==> src/rtl/uart_rx_toggle.sv <==
// rtl/uart_rx_toggle.sv - 8N1 UART receiver signalling each byte by toggling dataAvail
// Optional feature macro UART_RX_PARITY_EN: 8E1 framing with a PARITY state and a parityErr output.
module uart_rx_toggle #(
    parameter int CLKS_PER_BIT = 434,
    parameter int HALF_BIT     = CLKS_PER_BIT / 2,
    parameter int CNT_W        = 16
) (
    input  logic       CLOCK,
    input  logic       reset,
    input  logic       RX,
    output logic [7:0] data,
    output logic       dataAvail,
`ifdef UART_RX_PARITY_EN
    output logic       parityErr,
`endif
    output logic       frameErr
);

    localparam logic [CNT_W-1:0] BIT_END  = CNT_W'(CLKS_PER_BIT - 1);
    localparam logic [CNT_W-1:0] HALF_END = CNT_W'(HALF_BIT - 1);

    typedef enum logic [2:0] {
        IDLE,
        START,
        DATA,
`ifdef UART_RX_PARITY_EN
        PARITY,
`endif
        STOP,
        BREAK
    } state_t;

    state_t           state, state_n;
    logic             sync1, rxs;
    logic [CNT_W-1:0] cnt, cnt_n;
    logic [2:0]       idx, idx_n;
    logic [7:0]       shift, shift_n;
    logic [7:0]       data_n;
    logic             avail_n;
    logic             ferr_n;
    logic             deliver;

`ifdef UART_RX_PARITY_EN
    logic             par_bad, par_bad_n;
    logic             perr_n;
    assign deliver = rxs && !par_bad;
`else
    assign deliver = rxs;
`endif

    // Two-flop synchroniser; decoding only ever looks at rxs.
    always_ff @(posedge CLOCK) begin
        if (reset) begin
            sync1 <= 1'b1;
            rxs   <= 1'b1;
        end else begin
            sync1 <= RX;
            rxs   <= sync1;
        end
    end

    // Frame decoder state register and registered outputs.
    always_ff @(posedge CLOCK) begin
        if (reset) begin
            state     <= IDLE;
            cnt       <= '0;
            idx       <= '0;
            shift     <= '0;
            data      <= '0;
            dataAvail <= 1'b0;
            frameErr  <= 1'b0;
`ifdef UART_RX_PARITY_EN
            par_bad   <= 1'b0;
            parityErr <= 1'b0;
`endif
        end else begin
            state     <= state_n;
            cnt       <= cnt_n;
            idx       <= idx_n;
            shift     <= shift_n;
            data      <= data_n;
            dataAvail <= avail_n;
            frameErr  <= ferr_n;
`ifdef UART_RX_PARITY_EN
            par_bad   <= par_bad_n;
            parityErr <= perr_n;
`endif
        end
    end

    // Next-state logic: mid-bit sampling driven by the bit-period counter.
    always_comb begin
        state_n = state;
        cnt_n   = cnt;
        idx_n   = idx;
        shift_n = shift;
        data_n  = data;
        avail_n = dataAvail;
        ferr_n  = 1'b0;
`ifdef UART_RX_PARITY_EN
        par_bad_n = par_bad;
        perr_n    = 1'b0;
`endif
        case (state)
            IDLE: begin
                cnt_n = '0;
                if (!rxs) begin
                    state_n = START;
                end
            end
            START: begin
                if (cnt == HALF_END) begin
                    cnt_n = '0;
                    if (!rxs) begin
                        state_n = DATA;
                        idx_n   = '0;
                    end else begin
                        // Start bit gone by its centre: a glitch, not a frame.
                        state_n = IDLE;
                    end
                end else begin
                    cnt_n = cnt + CNT_W'(1);
                end
            end
            DATA: begin
                if (cnt == BIT_END) begin
                    cnt_n        = '0;
                    shift_n[idx] = rxs;
                    idx_n        = idx + 3'd1;
                    if (idx == 3'd7) begin
`ifdef UART_RX_PARITY_EN
                        state_n = PARITY;
`else
                        state_n = STOP;
`endif
                    end
                end else begin
                    cnt_n = cnt + CNT_W'(1);
                end
            end
`ifdef UART_RX_PARITY_EN
            PARITY: begin
                if (cnt == BIT_END) begin
                    cnt_n     = '0;
                    par_bad_n = (^shift) ^ rxs;
                    state_n   = STOP;
                end else begin
                    cnt_n = cnt + CNT_W'(1);
                end
            end
`endif
            STOP: begin
                if (cnt == BIT_END) begin
                    cnt_n = '0;
`ifdef UART_RX_PARITY_EN
                    perr_n = par_bad;
`endif
                    if (deliver) begin
                        data_n  = shift;
                        avail_n = ~dataAvail;
                    end
                    if (rxs) begin
                        // Back to IDLE at stop centre leaves half a bit to catch the next start.
                        state_n = IDLE;
                    end else begin
                        ferr_n  = 1'b1;
                        state_n = BREAK;
                    end
                end else begin
                    cnt_n = cnt + CNT_W'(1);
                end
            end
            BREAK: begin
                // Held-low line must not decode as a stream of 0x00 bytes.
                cnt_n = '0;
                if (rxs) begin
                    state_n = IDLE;
                end
            end
            default: begin
                state_n = IDLE;
                cnt_n   = '0;
            end
        endcase
    end

endmodule
==> config.mk <==
export PLATFORM = sky130hd
export DESIGN_NAME = uart_rx_toggle
export DESIGN_NICKNAME = d
export VERILOG_FILES = /design/src/rtl/uart_rx_toggle.sv
export SDC_FILE = /design/constraint.sdc
export NUM_CORES = 1
export LEC_CHECK = 0
export ABC_AREA = 1
export CAP_MARGIN = 40
export CORE_ASPECT_RATIO = 1.25
export CORE_MARGIN = 2
export CORE_UTILIZATION = 40
export CTS_CLUSTER_SIZE = 16
export DETAILED_ROUTE_END_ITERATION = 6
export GPL_ROUTABILITY_DRIVEN = 0
export RECOVER_POWER = 50
export SLEW_MARGIN = 20
export SYNTH_ARGS = -nofsm -noshare
export SYNTH_HDL_FRONTEND = slang
export SYNTH_SLANG_ARGS = --single-unit
==> constraint.sdc <==
create_clock -name CLOCK -period 2.1 [get_ports CLOCK]
set_clock_uncertainty 0.15 [all_clocks]
set_input_delay 0.42 -clock CLOCK [delete_from_list [all_inputs] [get_ports CLOCK]]
set_output_delay 0.42 -clock CLOCK [all_outputs]
set_load 0.05 [all_outputs]
After elaboration in Yosys (flattened, before gate mapping)
Cells that the tools add are included.
{ "totals": {"register_bits": 42, "latchBits": 0, "mem_bits_rw": 0, "rom_bits": 0, "output_inout_bits": 10, "wordCells": 59, "mem_count": 0} }
{ "op_classes": {"addsub": 2, "multipliers": 0, "n_div": 0, "order_cmp": 2, "eq_ne": 14, "n_shift": 0, "n_mux": 20, "bitwise": 3, "n_reduce_logical": 9} }
{ "ops": {"columns": ["operator", "count"], "rows": [
  ["two-way mux 16 bit", 2],
  ["case mux 16 bit (2 select lines)", 1],
  ["two-way mux 3 bit", 10],
  ["adder 16 x 1 -> 16 bit (second input constant)", 1],
  ["equality test 16 x 8 -> 1 bit (second input constant)", 1],
  ["equality test 16 x 9 -> 1 bit (second input constant)", 1],
  ["case mux 3 bit (5 select lines)", 1],
  ["inequality test 2 bit (second input constant)", 7],
  ["bitwise mux 8 bit", 1],
  ["equality test 3 x 2 -> 1 bit (second input constant)", 2],
  ["equality test 3 bit (second input constant)", 2],
  ["case mux 3 bit (2 select lines)", 1],
  ["AND reduction 6 bit", 1],
  ["< comparator 3 x 4 -> 1 bit (second input constant)", 1],
  ["AND reduction 4 bit", 1],
  ["adder 3 x 1 -> 3 bit (second input constant)", 1],
  ["demux 1 bit (select 3 bit)", 1],
  ["equality test 3 x 1 -> 1 bit (second input constant)", 1],
  [">= comparator 3 x 1 -> 1 bit (second input constant)", 1],
  ["zero test 3 bit", 1],
  ["NOT 1 bit", 3],
  ["AND reduction 3 bit", 1],
  ["OR reduction 3 bit", 1],
  ["two-way mux 1 bit", 2],
  ["5 further kinds", 5]
]} }

Logic depth before layout (Yosys ltp)
Gate-level depths: netlist of run 1.
{ "logic_depth": {"depth_word": 5, "mapped_depth": 13} }

Least setup slack after synthesis of run 1
OpenSTA, ideal clock, no wires.
{ "synth_path": {"path_kind": "register -> register", "from": "register cnt[0]", "to": "register cnt[10]", "setup_ns": 0.121, "arrival_time_ns": 1.431, "setup_slack_ns": 0.398, "path_stages_with_launch": 12, "n_path_buf": 1, "period_less_slack_ns": 1.702, "path_cell_list": "dfxtp_1 -> ha_1 -> inv_1 -> nor2_1 -> nand2_2 -> nor2_4 -> nand2_4 -> inv_4 -> o21ai_4 -> nand2_4 -> buf_12 -> nor2_4"} }
{ "synth_via": {"elab_chain_len": 3, "word_cells_on_any_way": 6, "cone_classes": "1 x add/sub; 2 x eq/ne; 3 x mux"} }
{ "synth_rtl": {"columns": ["item", "line_no", "text"], "rows": [
  ["start: declaration", "35", "logic [CNT_W-1:0] cnt, cnt_n;"],
  ["start signal: assignment", "78", "cnt <= cnt_n;"],
  ["adder 16 x 1 -> 16 bit (tied with other cells)", "122, 138, 170", null],
  ["two-way mux 16 bit, on equally long branches", "126, 153, 112", null],
  ["case mux 16 bit (2 select lines) *", "104", "case (state)"]
]} }
Mark *: on every way between the ends. The rest lies on a longest branch, timed or not.
A chain may end at the register's enable or synchronous reset.

Worst setup path in the final report of run 1
{ "layout_path": {"from": "register dataAvail", "to": "output dataAvail"} }
{ "layout_lines": {"columns": ["item", "line_no", "text"], "rows": [
  ["start: declaration", "12", "output logic dataAvail,"],
  ["start signal: assignment", "82", "dataAvail <= avail_n;"]
]} }
No word-level cell between the ends.

==> results.toml, run 1 <==
[detailed_routing]
vias_per_cell = 4.700
drt_drc_violations_left = 0
drtAntennaViolNets = 0
firstDrtPassIters = 4
wirelength_mm = 3.802
drtIter0Drc = 53
route.detailed.wl_per_inst_um = 10.86
vias = 1645

[run]
maxCapViolations = 0

[status]
status = "completed"

[floorplan]
die_w_um = 69.23
placeableCoreArea_mm2 = 0.005116
num_rows = 29
die_h_um = 85.53
die_area_mm2 = 0.005921
ios = 13
initial_core_util_pct = 41.57

[critical_path]
path_class = "reg2out"
r2r_setup_slack_ps = 260
required_ps = 1530
start_kind = "flip-flop"
cpMaxStageDelayCell = "clkdlybuf4s50_1"
end_kind = "output port"
r2r_end = "cnt[8]"
r2r_start = "cnt[1]"
rr_worst_depth = 11
path_delay_family = "buffers and inverters"
worstPathMaxFanout = 3
crit_chain = "clkdlybuf4s50_1"
cp_slowest_stage_delay_ps = 810
cp.arrival_ps = 1450
cp_num_buf_inv = 1

[logic_synthesis]
synth_common_cells = "42 x dfxtp_1, 42 x nand2_1, 31 x nor2_1"
synth_seq_area_share_pct = 39.53
syn-cell-area_mm2 = 0.002127
synth_cells = 268
synth_fa_ha_area_share_pct = 2.941
synthSimpleGateAreaFrac_pct = 35.12
syn-num-nets = 276
synth_top_family_by_area = "simple AND/OR/NAND/NOR gates"
yosysWarnings = 0
synth_ff_type = "dfxtp_1"
synth-compound-area-share_pct = 11.24
synth-xor-area-share_pct = 3.706
synth_area_leader_cell = "dfxtp_1"
synth.area.mux_share_pct = 0
synth.area.top_cells = "dfxtp_1 40%, nand2_1 7.4%, nor2_4 7.4%, a21oi_1 5.6%, nor2_1 5.5%"
synth_top_area_share_pct = 39.53
async_reset_ff_share_pct = 0
syn_avg_cell_area_um2 = 7.937
synth_cell_types = 33
synth-seq-cells = 42
synth_edf_count = 0

[grt]
overflow = 0
antenna_found_initial = 0
grt_pass1_wl_mm = 6.865
grt_use_total_pct = 14.19
grtUsageMet1_pct = 15.76
grtUsageMet3_pct = 3.290
use_met2_pct = 25.44
grt.busiest_layer = "met2"
grt_pass1_vias = 1612
grt_max_degree = 19

[clocking]
cts_tree = "done"
insertion_delay_ps = 290
cts_hold_buf = 0
cts_resized = 0
path_clk_slew_ps = 80
numCtsBuffers = 5
htree_levels = 2
cts_sinks = 42
post_cts_buffers = 0
cts_buffer_depth = 2
root_buffer = "clkbuf_8"

[worst_hold_path]
hold_depth = 1
hp-class = "reg2reg"
min_to = "deliver"
min_from = "sync1"

[final_layout]
final_util_pct = 46.71
post-route-cell-area_mm2 = 0.002390
drive_above_1_share_pct = 18.75
regArea_um2 = 840.8
antenna_cells = 0
area_growth_syn_to_layout_pct = 12.35
fillers = 523
num-nets-final = 295
multi_input_area_mm2 = 0.001112

[power_and_ir_drop]
power_density_mw_per_mm2 = 675.4
peakVddDrop_mv = 0.4199
power_leakage_nw = 0.9197

[timing]
fin_ws_ps = 75.65
finalHoldWorstSlack_ps = 261.4
max_slew.worst_pin.slew_ps = 494.0
hold_violations = 0
max_freq_mhz = 494.0
slew_violations = 0
period_share_pct = 96.40
setup_viol = 0
fin_crit_ps = 2024
rsz0062_at_grt = "false"
slew_headroom_pct = 66.97
tns_ps = 0

[place]
hpwl_mm = 2.858
placed_cell_area_mm2 = 0.002318
place_ws_ps = 182.6
port-buffer-count = 12
[registers in the layout, indices dropped and copies added, names as in the netlist]
signal,cells
cnt,16
deliver,1
data,8
shift,8
dataAvail,1
idx,3
state,3
frameErr,1
sync1,1
[power breakdown]
group          switching [mW]  internal (mW)  leakage [nW]  total, mW
logic                   0.167         0.0879         0.536      0.255
clock network           0.281          0.233        0.0441      0.514
registers              0.0305          0.814         0.339      0.845
[stage by stage]
| step | cells | power, mW |
|---|---|---|
| after floorplan | 268 | 1.098 |
| after global placement | 342 | 1.131 |
| after detailed placement | 342 | 1.133 |
| after CTS | 350 | 1.651 |
| after global routing | 350 | 1.699 |
| final | 350 | 1.614 |
[layout make-up]
| class | count | area share (%) |
|---|---|---|
| Multi-Input combinational cell | 189 | 46.54 |
| Sequential cell | 42 | 35.18 |
| Timing Repair Buffer | 15 | 5.812 |
| Inverter | 34 | 5.445 |
| Tap cell | 62 | 3.246 |
| Clock buffer | 5 | 2.880 |
| Clock inverter | 3 | 0.8901 |
[kinds of logic after synthesis]
group                    Yosys count
AO/OA/AOI/OAI                     43
adder cells (fa/ha/maj)            5
buffers and inverters             37
XOR/XNOR                           9
flip-flops                        42
AND/OR/NAND/NOR                  132
[layout by cell type (no fill, tap or decap), types with 2 or more instances in the layout]
cell type	n
nand2_4	3
nor2_2	8
a21oi_2	2
nor3_2	2
a21oi_1	24
clkdlybuf4s50_1	11
nor2_1	32
o21ai_0	13
buf_4	2
nor2_4	12
dfxtp_1	42
nand2_2	6
nor3_4	2
inv_1	30
nand2_1	43
ha_1	5
nor3_1	5
clkbuf_8	5
nand3_1	12
xnor2_1	3
xor2_1	6
or2_2	2
inv_2	3
[worst reg2reg max path, stage by stage (launching register included)]
cell and delay [ps]:
dfxtp_1 380, inv_1 80, ha_1 180, inv_1 70
nor2_1 50, nand2_2 80, nor2_4 40, nand2_4 120
inv_4 70, o21ai_4 140, nand2_4 220, nor3b_2 200
[worst max-delay path by stage]
| stage | slack, ps | startpoint | to | cells past startpoint |
|---|---|---|---|---|
| after floorplan | 400 | cnt[0] | cnt[10] | 11 |
| after global placement | 230 | cnt[0] | cnt[13] | 10 |
| after detailed placement | 180 | cnt[0] | cnt[15] | 10 |
| after CTS | 60 | dataAvail | dataAvail | 1 |
| after global routing | 30 | dataAvail | dataAvail | 1 |
| final | 80 | dataAvail | dataAvail | 1 |
[per-layer routing]
layer  vias to the layer above  wire length, µm
li1                        889                -
met1                       730             1723
met2                        20             1925
met3                         6               81
met4                         0               71
met5                         -                0
Power figures use the tool's default switching activity.
==> inputs of run 2 (changes only) <==
==> constraint.sdc (replaced) <==
create_clock -name CLOCK -period 2 [get_ports CLOCK]
set_clock_uncertainty 0.15 [all_clocks]
set_input_delay 0.4 -clock CLOCK [delete_from_list [all_inputs] [get_ports CLOCK]]
set_output_delay 0.4 -clock CLOCK [all_outputs]
set_load 0.05 [all_outputs]
==> results.toml, run 2 (same netlist as run 1, synthesis figures left out) <==
[clocking]
htree_levels = 2
cts_buffer_depth = 2
post_cts_buffers = 0
root_buffer = "clkbuf_8"
cts_tree = "done"
path_clk_slew_ps = 80
numCtsBuffers = 5
insertion_delay_ps = 300
cts_sinks = 42

[floorplan]
placeableCoreArea_mm2 = 0.005116
initial_core_util_pct = 41.57
die_w_um = 69.23
die_area_mm2 = 0.005921
die_h_um = 85.53
num_rows = 29
ios = 13

[timing]
tns_ps = 0
finalHoldWorstSlack_ps = 260.7
setup_viol = 0
max_slew.worst_pin.slew_ps = 607.2
rsz0062_at_grt = "false"
period_share_pct = 92.51
fin_crit_ps = 1850
hold_violations = 0
slew_headroom_pct = 59.69
max_freq_mhz = 540.5
slew_violations = 0

[final_layout]
antenna_cells = 0
fillers = 555
largest_register = "cnt"
final_cell_mix = "43 x nand2_1, 41 x dfxtp_1, 34 x nor2_1"
area_growth_syn_to_layout_pct = 10.18
post-route-cell-area_mm2 = 0.002344
final_util_pct = 45.81
drive_above_1_share_pct = 19.31
top_regs = "cnt x16, data x8, shift x8"
finalNonFillerCells = 352
num-nets-final = 297
final_common_cell = "nand2_1"
largest_reg_flops = 16

[place]
hpwl_mm = 2.927
port-buffer-count = 12
post-place-cells = 344
placed_cell_area_mm2 = 0.002323

[grt]
antenna_found_initial = 0
grt_max_degree = 19
overflow = 0
grt_pass1_vias = 1567
grt_pass1_wl_mm = 6.879
grt_use_total_pct = 14.33

[detailed_routing]
vias = 1650
vias_per_cell = 4.688
wirelength_mm = 3.903
firstDrtPassIters = 4
route.detailed.wl_per_inst_um = 11.09
drt_drc_violations_left = 0
drtIter0Drc = 52
drtAntennaViolNets = 0

[worst_hold_path]
min_to = "deliver"
min_from = "sync1"
hp-class = "reg2reg"
hold_depth = 1

[run]
maxCapViolations = 0

[critical_path]
path_class = "reg2reg"
r2r_end = "cnt[2]"
required_ps = 2070
cp.arrival_ps = 1920
rr_worst_depth = 12
end_kind = "flip-flop"
r2r_setup_slack_ps = 150
worstPathMaxFanout = 13
start_kind = "flip-flop"
r2r_start = "cnt[1]"

[status]
status = "completed"

[power_and_ir_drop]
power_leakage_nw = 0.9048
power_density_mw_per_mm2 = 732.0
peakVddDrop_mv = 0.3401
==> run 2: cell count changes in the layout (fill, tap and decap cells not counted), sizes merged <==
| cell | previous run | this run |
|---|---|---|
| buf | 2 | 3 |
| clkbuf | 6 | 17 |
| clkdlybuf4s50 | 11 | 1 |
==> run 2: what timing repair did <==
| action | in CTS | in global routing |
|---|---|---|
| endpoints found under the setup margin | 0 | 5 |
| hold buffers | 0 | 0 |
| gates resized for setup | 0 | 3 |
==> run 2: area by class of cell <==
class                      count  area [µm²]  area share (%)
sequential                    42       842.1           35.93
clock inverter                 3       21.27          0.9076
timing repair buffer          17       101.3           4.325
inverter                      34       130.1           5.553
multi-input combinational    189        1102           47.04
tap                           62       77.57           3.310
clock buffer                   5       68.82           2.936
==> run 2: how the worst max path moves through the flow <==
stage	startpoint	to	slack (ps)
floorplan	cnt[0]	cnt[10]	300
global placement	cnt[1]	cnt[8]	200
detailed placement	cnt[0]	data[5]	170
CTS	data[0]	data[0]	4
global route	cnt[1]	shift[3]	4
finish	cnt[1]	cnt[2]	150
==> run 2: per-layer routing <==
layer  GRT usage [%]  vias up  share of wire [%]
li1                -      891                  -
met1           15.28      741                 45
met2           27.01       13                 51
met3           3.995        5                3.0
met4           4.813        0                1.5
met5               0        -                  0
==> run 2: worst max-delay path, stage by stage (launching register included) <==
cell and delay [ps]:
dfxtp_1 380, inv_1 80, ha_1 180, inv_1 70, nor2_1 50, nand2_2 80
nor2_4 40, nand2_4 130, inv_4 70, o21ai_4 110, nand2_1 130, buf_12 180
nor3_1 130
==> run 2: stage by stage <==
stage | worst slack (ps) | power [mW]
detailed placement | 167.1 | 1.212
global route | 4.080 | 1.822
CTS | 4.027 | 1.768
global placement | 198.9 | 1.210
finish | 149.7 | 1.715
floorplan | 298.0 | 1.152
==> run 2: report_power, final <==
part / total [mW] / leakage (nW) / switching, mW / internal (mW)
Combinational: 0.280 / 0.521 / 0.174 / 0.105
Sequential: 0.890 / 0.340 / 0.0331 / 0.856
Clock: 0.546 / 0.0441 / 0.301 / 0.245
